===== config.mk =====
export PLATFORM = sky130hd
export DESIGN_NAME = desplazamiento_fk_taps
export DESIGN_NICKNAME = d
export VERILOG_FILES = /design/src/rtl/desplazamiento_pkg.sv /design/src/rtl/desplazamiento_fk_taps_detector_flanco.sv /design/src/rtl/desplazamiento_fk_taps.sv
export SDC_FILE = /design/constraint.sdc
export NUM_CORES = 1
export LEC_CHECK = 0
export ABC_AREA = 1
export BUFFER_PORTS_ARGS = -buffer_cell sky130_fd_sc_hd__buf_2
export CAP_MARGIN = 20
export CORE_AREA = 2 2 93 95
export DETAILED_ROUTE_END_ITERATION = 8
export DIE_AREA = 0 0 95 97
export PLACE_DENSITY = 0.7
export SYNTH_ARGS = -nofsm -noshare
export SYNTH_HDL_FRONTEND = slang
export SYNTH_SLANG_ARGS = --single-unit

===== constraint.sdc =====
create_clock -name clk -period 1 [get_ports clk]
set_input_delay 0.05 -clock clk [delete_from_list [all_inputs] [get_ports clk]]
set_output_delay 0.05 -clock clk [all_outputs]
set_load 0.1 [all_outputs]

===== src/rtl/desplazamiento_pkg.sv =====
// Shared helpers for the f[k] sample delay line.
// Fill width, depth limit and flattened-bus slicing.
package desplazamiento_pkg;

  localparam int MAX_DEPTH = 16;

  function automatic int clog2(input int v);
    int r;
    r = 0;
    for (int x = v - 1; x > 0; x = x >> 1) begin
      r++;
    end
    return r;
  endfunction

  function automatic int tap_lsb(input int i, input int n);
    return i * n;
  endfunction

endpackage


===== src/rtl/desplazamiento_fk_taps_detector_flanco.sv =====
// Rising-edge detector for a slow shift strobe.
// Only built when SHIFT_EDGE_EN is defined.
`ifdef SHIFT_EDGE_EN
module detector_flanco (
  input  logic clk,
  input  logic rst_n,
  input  logic i_lvl,
  output logic o_rise
);

  logic r_d;

  always_ff @(posedge clk or negedge rst_n) begin
    if (!rst_n) begin
      r_d <= 1'b0;
    end else begin
      r_d <= i_lvl;
    end
  end

  assign o_rise = i_lvl & ~r_d;

endmodule
`endif


===== src/rtl/desplazamiento_fk_taps.sv =====
// Sample delay line f[k]..f[k-DEPTH+1] with fill tracking and shift ack.
// Define SHIFT_EDGE_EN to treat shift as a level strobe (one event per rise).
module desplazamiento_fk_taps
  import desplazamiento_pkg::*;
#(
  parameter  int N     = 25,
  parameter  int DEPTH = 3,
  localparam int FW    = clog2(DEPTH + 1)
) (
  input  logic             clk,
  input  logic             rst_n,
  input  logic [N-1:0]     In,
  input  logic             shift,
  input  logic             clear,
  output logic [N*DEPTH-1:0] taps,
  output logic [FW-1:0]    fill,
  output logic             full,
  output logic             shift_ack
);

  localparam logic [FW-1:0] FILL_MAX = FW'(DEPTH);

  if (DEPTH < 2 || DEPTH > MAX_DEPTH) begin : g_bad_depth
    $error("desplazamiento_fk_taps: DEPTH out of range");
  end

  logic [N-1:0]  r_tap [DEPTH];
  logic [FW-1:0] r_fill;
  logic          r_ack;
  logic          w_evt;

`ifdef SHIFT_EDGE_EN
  detector_flanco u_det (
    .clk    (clk),
    .rst_n  (rst_n),
    .i_lvl  (shift),
    .o_rise (w_evt)
  );
`else
  assign w_evt = shift;
`endif

  for (genvar gi = 0; gi < DEPTH; gi++) begin : g_tap
    if (gi == 0) begin : g_head
      always_ff @(posedge clk or negedge rst_n) begin
        if (!rst_n) begin
          r_tap[gi] <= '0;
        end else if (clear) begin
          r_tap[gi] <= '0;
        end else if (w_evt) begin
          r_tap[gi] <= In;
        end
      end
    end else begin : g_body
      always_ff @(posedge clk or negedge rst_n) begin
        if (!rst_n) begin
          r_tap[gi] <= '0;
        end else if (clear) begin
          r_tap[gi] <= '0;
        end else if (w_evt) begin
          r_tap[gi] <= r_tap[gi-1];
        end
      end
    end
    assign taps[tap_lsb(gi, N) +: N] = r_tap[gi];
  end

  // clear wins over a coincident event; that event is dropped
  always_ff @(posedge clk or negedge rst_n) begin
    if (!rst_n) begin
      r_fill <= '0;
      r_ack  <= 1'b0;
    end else if (clear) begin
      r_fill <= '0;
      r_ack  <= 1'b0;
    end else begin
      r_ack <= w_evt;
      if (w_evt && r_fill != FILL_MAX) begin
        r_fill <= r_fill + FW'(1);
      end
    end
  end

  assign fill      = r_fill;
  assign full      = (r_fill == FILL_MAX);
  assign shift_ack = r_ack;

endmodule


# Word-level counts from Yosys, hierarchy flattened
# Index checks and enable logic that the tools add are counted.
# W data, S select, Z words.
# classes
order_cmp	0
reduce_logical	3
div	0
n_addsub	1
n_bitwise	0
eq_ne	2
n_mux	9
multipliers	0
shift	0
# op_table
op	n
$mux W25	6
$mux W2	2
$reduce_bool A2 Y1	2
$add A2 B1 Y2 const B	1
$eq A2 B2 Y1 const B	1
$ne A2 B2 Y1 const B	1
$logic_and A1 B1 Y1	1
$mux W1	1
# totals
mem_count	0
rom_bits	0
latch_bits	0
ram_bits	0
reg_bits	78

# Depth between registers and ports, before layout
# Gate-level depths: netlist (run 1).
# depth
depth_word	4
mapped_depth	7
mapped_depth_nobuf	5

# Worst setup path after synthesis (run 1)
# OpenSTA, ideal clock, no wires.
# synth_path
path_type	register -> register
startpoint	register r_fill[0] (netlist: fill[0])
endpoint	register r_fill[0] (netlist: fill[0])
path_stages_with_launch	6
period_less_slack_ns	2.352
n_path_buf	0
setup_slack_ns	-1.352
setup_time_ns	0.068
t_required_ns	0.932
arrival_time_ns	2.284
path_cell_list	dfrtp_1 ha_1 inv_1 nand2_1 nand3_1 nand2_1
# synth_via
elab_chain_cells	3
word_cells_on_any_way	6
classes_between	add/sub (1); eq/ne (1); mux (2); reduce/logical (2)
# synth_lines
element	line	text
from (decl)	desplazamiento_fk_taps.sv:28	logic [FW-1:0] r_fill;
from (signal assigned)	desplazamiento_fk_taps.sv:79	r_fill <= r_fill + FW'(1);
$add A2 B1 Y2 / $ne A2 B2 Y1 (equally long branches)	desplazamiento_fk_taps.sv:79, desplazamiento_fk_taps.sv:78	
$mux W2 / $logic_and A1 B1 Y1 (equally long branches)	desplazamiento_fk_taps.sv:78	if (w_evt && r_fill != FILL_MAX) begin
$mux W2 / $reduce_bool A2 Y1 (equally long branches)	n/a	
# Parallel ways exist; a longest one is shown, timed or not. The select of a mux whose other input is x is not followed.
# A chain may end at the register's enable or synchronous reset.

# Final worst setup path (run 1)
# layout_path
startpoint	register r_fill[0] (netlist: fill[0])
endpoint	output port full
# layout_via
elab_chain_cells	1
# layout_lines
element	line	text
$eq A2 B2 Y1	desplazamiento_fk_taps.sv:85	assign full = (r_fill == FILL_MAX);
to (decl)	desplazamiento_fk_taps.sv:17	output logic full,
# No other way between the ends.

==> results_dict.tcl, run 1 <==
set metrics [dict create \
    status "complete, but fails checks" \
    violations "negative setup slack" \
    antenna_found_initial 0 \
    synth_area_sq_um 3020 \
    cts.path.max_buffers 2 \
    instances_no_fill 648 \
    dpl.cell_count 539 \
    gp_congestion 0.740 \
    fp-row-count 33 \
    yosysTopAreaCellShare_pct 64.5 \
    hold-worst-slack_ns 0.00625 \
    routedWlPerCell_um 13.7 \
    final_cell_mix "nand2_1 (229), buf_12 (84), dfrtp_2 (75)" \
    num_vias 2942 \
    cp_cell_sequence "ha_4 -> buf_12" \
    final_common_cell "nand2_1" \
    min_period_over_period_pct 123 \
    wl_mm 8.90 \
    synthToLayoutAreaGrowth_pct 98.6 \
    root_buffer "clkbuf_8" \
    cap_violations 0 \
    dieArea_sq_um 9220 \
    crit_path_end_kind "primary output" \
    ys_ff_latch 78 \
    grt-ovfl-total 0 \
    grt_usage_pct 19.8 \
    layout-drive-gt1-share_pct 51.9 \
    cts_buffers 9 \
    seq_area_frac_synth_pct 64.5 \
    drc 0 \
    cts_tree "yes" \
    finish.utilization_pct 73.8 \
    die_y_um 97 \
    clock.fmax_mhz 813 \
    antenna_cells 0 \
    finalNetCount 568 \
    hold_violations 0 \
    core_sq_um 8130 \
    period_needed_ns 1.23 \
    io_buffers 107 \
    critPathMaxStageDelay_ns 0.50 \
    cp.arrival_ns 1.18 \
    grt_pass1_wl_mm 14.4 \
    htree_num_levels 3 \
    crit_fanout 2 \
    rsz0062_at_grt "yes" \
    critPathLaunchType "flop" \
    worst_pin_slew_ns 0.401 \
    drv_slew 0 \
    dpl.hpwl_mm 4.92 \
    finalSetupViolations 10 \
    skew_ns 0.00811 \
    worstSetupPathType "flop to primary output" \
    synth_area_leader_cell "dfrtp_1" \
    die_w_um 95 \
    yosysWarnings 0 \
    placed_cell_area_sq_um 4960 \
    netlist_instances 336 \
    hold_path.class "primary input to flop" \
    synth.area.top_cells "dfrtp_1 (65%), nand2_1 (29%), buf_6 (4.1%)" \
    start_util_pct 37.2 \
    grt_pass1_vias 3026 \
    stdcell_area_sq_um 6010 \
    drt-initial-drc-count 75 \
    synth_area_per_cell_sq_um 9.00 \
    final_antenna_net_count 0 \
    fin_ws_ns -0.231 \
    grt_max_degree 79 \
    boundaryPins 108 \
    powerDensity_nw_per_um2 1310 \
    synthesis.nets 366 \
    cts.clk_slew.worst_paths_ns 0.08 \
    max_slew_margin_pct 73.3 \
    cts.sinks 78 \
    clock_latency_ns 0.34 \
    ir_worst_vdd_mv 0.915 \
    ys_types 10 \
    crit_slowest_cell "dfrtp_4" \
    drtPass1Iterations 4 \
    required_ns 0.95 \
    via_per_inst 4.54 \
    p_leak_nw 3.01 \
    pre_cts_slack_ns -0.0135 \
]
[power by group]
group,total [mW],switching [mW],internal [mW]
Sequential,3.43,0.134,3.29
Combinational,2.13,1.30,0.836
Clock,2.28,1.14,1.14
Total,7.84,2.57,5.27
[cells in the mapped netlist]
cell type  number
ha_1            1
nor2_1          1
inv_1           1
nand3_1         3
nand2_1       231
buf_6          11
nand4_1         1
buf_2           5
inv_2           4
dfrtp_1        78
[kinds of logic after synthesis]
group	Yosys count	synth area share, %
flip-flops	78	64.5
buffers and inverters	21	5.54
AND/OR/NAND/NOR	236	29.5
adder cells (fa/ha/maj)	1	0.414
[per-layer routing]
layer / vias up / track usage (%) / routed length (um)
li1: 1413 / - / -
met1: 1403 / 23.9 / 3530
met2: 104 / 33.6 / 4670
met3: 22 / 4.83 / 489
met4: 0 / 8.25 / 215
met5: - / 0 / 0
[worst paths after layout]
check                                     startpoint                   end  slack, ns  depth (start not counted)
worst max-delay path             fill[0]$_DFFE_PN0P_                  full      -0.23                          2
worst min-delay path                           clear   fill[0]$_DFFE_PN0P_      0.006                          4
worst max register to register   fill[0]$_DFFE_PN0P_   fill[1]$_DFFE_PN0P_      -0.14                          6
worst min register to register  taps[62]$_DFFE_PN0P_  taps[62]$_DFFE_PN0P_       0.52                          2
max in group asynchronous                      rst_n   fill[1]$_DFFE_PN0P_       0.39                          3
min in group asynchronous                      rst_n  taps[59]$_DFFE_PN0P_       0.28                          3
[stage by stage]
step	setup TNS (ns)	power [mW]
2_1_floorplan	-0.724	4.54
3_3_place_gp	0	5.30
3_5_place_dp	-0.0222	5.33
4_1_cts	-10.31	7.82
5_1_grt	-2.87	8.16
6_report	-0.947	7.84
[state kept, by name, indices dropped and copies added, names as in the netlist]
signal / flops
fill: 2
shift_ack: 1
taps: 75
[cell type report]
class / instances / area, sq um
sequential: 78 / 2050
multi-input combinational: 237 / 932
fill: 526 / 2130
inverter: 5 / 23.8
clock inverter: 6 / 62.6
timing repair buffer: 207 / 2680
clock buffer: 10 / 128
tap: 105 / 131
[repair_timing]
action                     CTS  global route
hold buffers                28             0
hold endpoints to repair   105             0
buffers inserted            48            14
pin swaps                    2             0
setup endpoints to repair   76           157
gates resized for setup      3             3
cloned                       0             4
[worst max-delay path: cells and delay by family, from the launching register on]
kind,cells,cell delay (ns)
buffers and inverters,1,0.16
flip-flops,1,0.50
adder cells (fa/ha/maj),1,0.18
No activity file was read; power rests on OpenSTA's default activity.
==> inputs of run 2 (changes only) <==
ABC_AREA = default   (was 1)
CORE_AREA = 2 2 96 98   (was 2 2 93 95)
DIE_AREA = 0 0 98 100   (was 0 0 95 97)
PLACE_DENSITY = 0.69   (was 0.7)
RECOVER_POWER = 100   (was default)
SKIP_LAST_GASP = 1   (was default)
==> results_dict.tcl, run 2 <==
set metrics [dict create \
    status "complete, but fails checks" \
    violations "negative setup slack" \
    n_fill_cell 640 \
    cap_violations 0 \
    grt_pass1_wl_mm 13.7 \
    yosysWarnings 0 \
    powerDensity_nw_per_um2 1340 \
    synth-adder-area-share_pct 0.389 \
    dieArea_sq_um 9800 \
    ys_types 14 \
    drtPass1Iterations 4 \
    synthesis.nets 285 \
    htree_num_levels 3 \
    ys_ff_latch 78 \
    required_ns 1.22 \
    cp.arrival_ns 1.54 \
    worst_pin_slew_ns 0.656 \
    synthSimpleGateAreaFrac_pct 9.99 \
    clock.fmax_mhz 757 \
    io_buffers 107 \
    antenna_cells 0 \
    rsz0062_at_grt "yes" \
    dpl.hpwl_mm 5.18 \
    via_per_inst 4.58 \
    root_buffer "clkbuf_8" \
    grt_max_degree 43 \
    worstSetupPathType "flop to flop" \
    stdcell_area_sq_um 5940 \
    synth-compound-area-share_pct 0.155 \
    drc 0 \
    crit_fanout 2 \
    fin_ws_ns -0.320 \
    synth_edf_count 0 \
    die_w_um 98 \
    synth.area.top_cells "dfrtp_1 (61%), mux2i_1 (23%), nor2_1 (8.9%)" \
    final_cell_mix "buf_12 (82), nor2_1 (76), dfrtp_2 (75)" \
    synth_top_family_by_area "multiplexers" \
    instances_no_fill 557 \
    synthTopCellsByCount "dfrtp_1 (78), nor2_1 (76), mux2i_1 (75)" \
    antenna_found_initial 0 \
    max_slew_margin_pct 56.3 \
    finish.utilization_pct 66.8 \
    fp-row-count 35 \
    hold_violations 0 \
    boundaryPins 108 \
    yosysTopAreaCellShare_pct 60.6 \
    drt-initial-drc-count 68 \
    dpl.cell_count 466 \
    synthToLayoutAreaGrowth_pct 84.4 \
    clock_latency_ns 0.34 \
    synth_area_sq_um 3220 \
    finalNetCount 471 \
    skew_ns 0.00477 \
    core_sq_um 8890 \
    num_vias 2549 \
    synth_mux_area_share_pct 23.7 \
    netlist_instances 255 \
    critPathLaunchType "flop" \
    cts.sinks 78 \
    placed_cell_area_sq_um 5190 \
    seq_area_frac_synth_pct 60.6 \
    grt_usage_pct 17.7 \
    cts_tree "yes" \
    async_flop_share_pct 100 \
    cts.path.max_buffers 2 \
    layout-drive-gt1-share_pct 54.9 \
    cts_buffers 9 \
    synth_area_per_cell_sq_um 12.6 \
    period_needed_ns 1.32 \
    synth_xor_area_share_pct 0 \
    ir_worst_vdd_mv 0.902 \
    hold-worst-slack_ns 0.0235 \
    start_util_pct 36.2 \
    largest_reg_flops 75 \
    yosysMostFrequentCell "dfrtp_1" \
    grt_pass1_vias 2802 \
    gp_congestion 0.696 \
    final_antenna_net_count 0 \
    power_mw 7.95 \
    hold_path.class "primary input to flop" \
    cts.clk_slew.worst_paths_ns 0.08 \
    drv_slew 0 \
    ys.flop_type "dfrtp_1" \
    finalSetupViolations 11 \
    min_period_over_period_pct 132 \
    final_common_cell "buf_12" \
    crit_path_end_kind "flop" \
    die_y_um 100 \
    grt-ovfl-total 0 \
    synth_area_leader_cell "dfrtp_1" \
    wl_mm 8.19 \
    routedWlPerCell_um 14.7 \
    p_leak_nw 2.75 \
]
## run 2: cell count changes after synthesis, sizes merged, moves of 5 or more
cell   change
nand2    -231
nor2      +75
mux2i     +75
inv        -5
## run 2: final timing paths
check                                     startpoint                    to  slack [ns]  depth (start not counted)
worst max-delay path             fill[0]$_DFFE_PN0P_   fill[0]$_DFFE_PN0P_       -0.32                          4
worst min-delay path                          In[15]  taps[15]$_DFFE_PN0P_        0.02                          3
worst max register to register   fill[0]$_DFFE_PN0P_   fill[0]$_DFFE_PN0P_       -0.32                          4
worst min register to register  taps[55]$_DFFE_PN0P_  taps[55]$_DFFE_PN0P_        0.57                          2
max in group asynchronous                      rst_n  taps[72]$_DFFE_PN0P_        0.11                          3
min in group asynchronous                      rst_n  taps[49]$_DFFE_PN0P_        0.26                          2
## run 2: worst max-delay path, cell delays in order (launching register included)
cell and delay, ns:
dfrtp_4 0.50, ha_4 0.17, buf_4 0.13, nor2b_4 0.11, mux2_4 0.30
## run 2: power breakdown
group / leakage [nW] / switching [mW] / internal (mW)
Combinational: 1.71 / 1.31 / 0.840
Clock: 0.0993 / 1.14 / 1.23
Sequential: 0.942 / 0.134 / 3.29
## run 2: timing repair
item,CTS,global route
setup buffers,48,2
gates cloned,0,0
endpoints found under the hold margin,102,0
resized for setup,3,1
hold buffers,25,0
pin swaps,2,1
setup endpoints to repair,78,82
## run 2: area by class of cell
class,instances,area (sq um),share of cell area [%]
timing repair buffer,193,2410,40.6
sequential,78,2050,34.6
multi-input combinational,159,1130,19.0
tap,111,139,2.34
clock buffer,10,138,2.32
clock inverter,6,67.6,1.14
## run 2: through the flow
step | setup WS (ns) | TNS (ns)
final | -0.320 | -1.26
after global routing | -0.374 | -4.42
after CTS | -0.344 | -2.48
after detailed placement | -0.185 | -0.332
after global placement | -0.170 | -0.283
after floorplan | -0.505 | -0.949
## run 2: logic make-up after synthesis
family,count (synthesis)
buffers and inverters,18
adder cells (fa/ha/maj),1
multiplexers,76
flip-flops,78
AO/OA/AOI/OAI,1
AND/OR/NAND/NOR,81
## run 2: per-layer routing
metal	global-route usage (%)	wire length (um)	up-vias
met5	0	0	-
met3	7.87	684	15
met2	30.3	4230	87
met4	6.94	140	0
met1	19.3	3130	1230
li1	-	-	1217
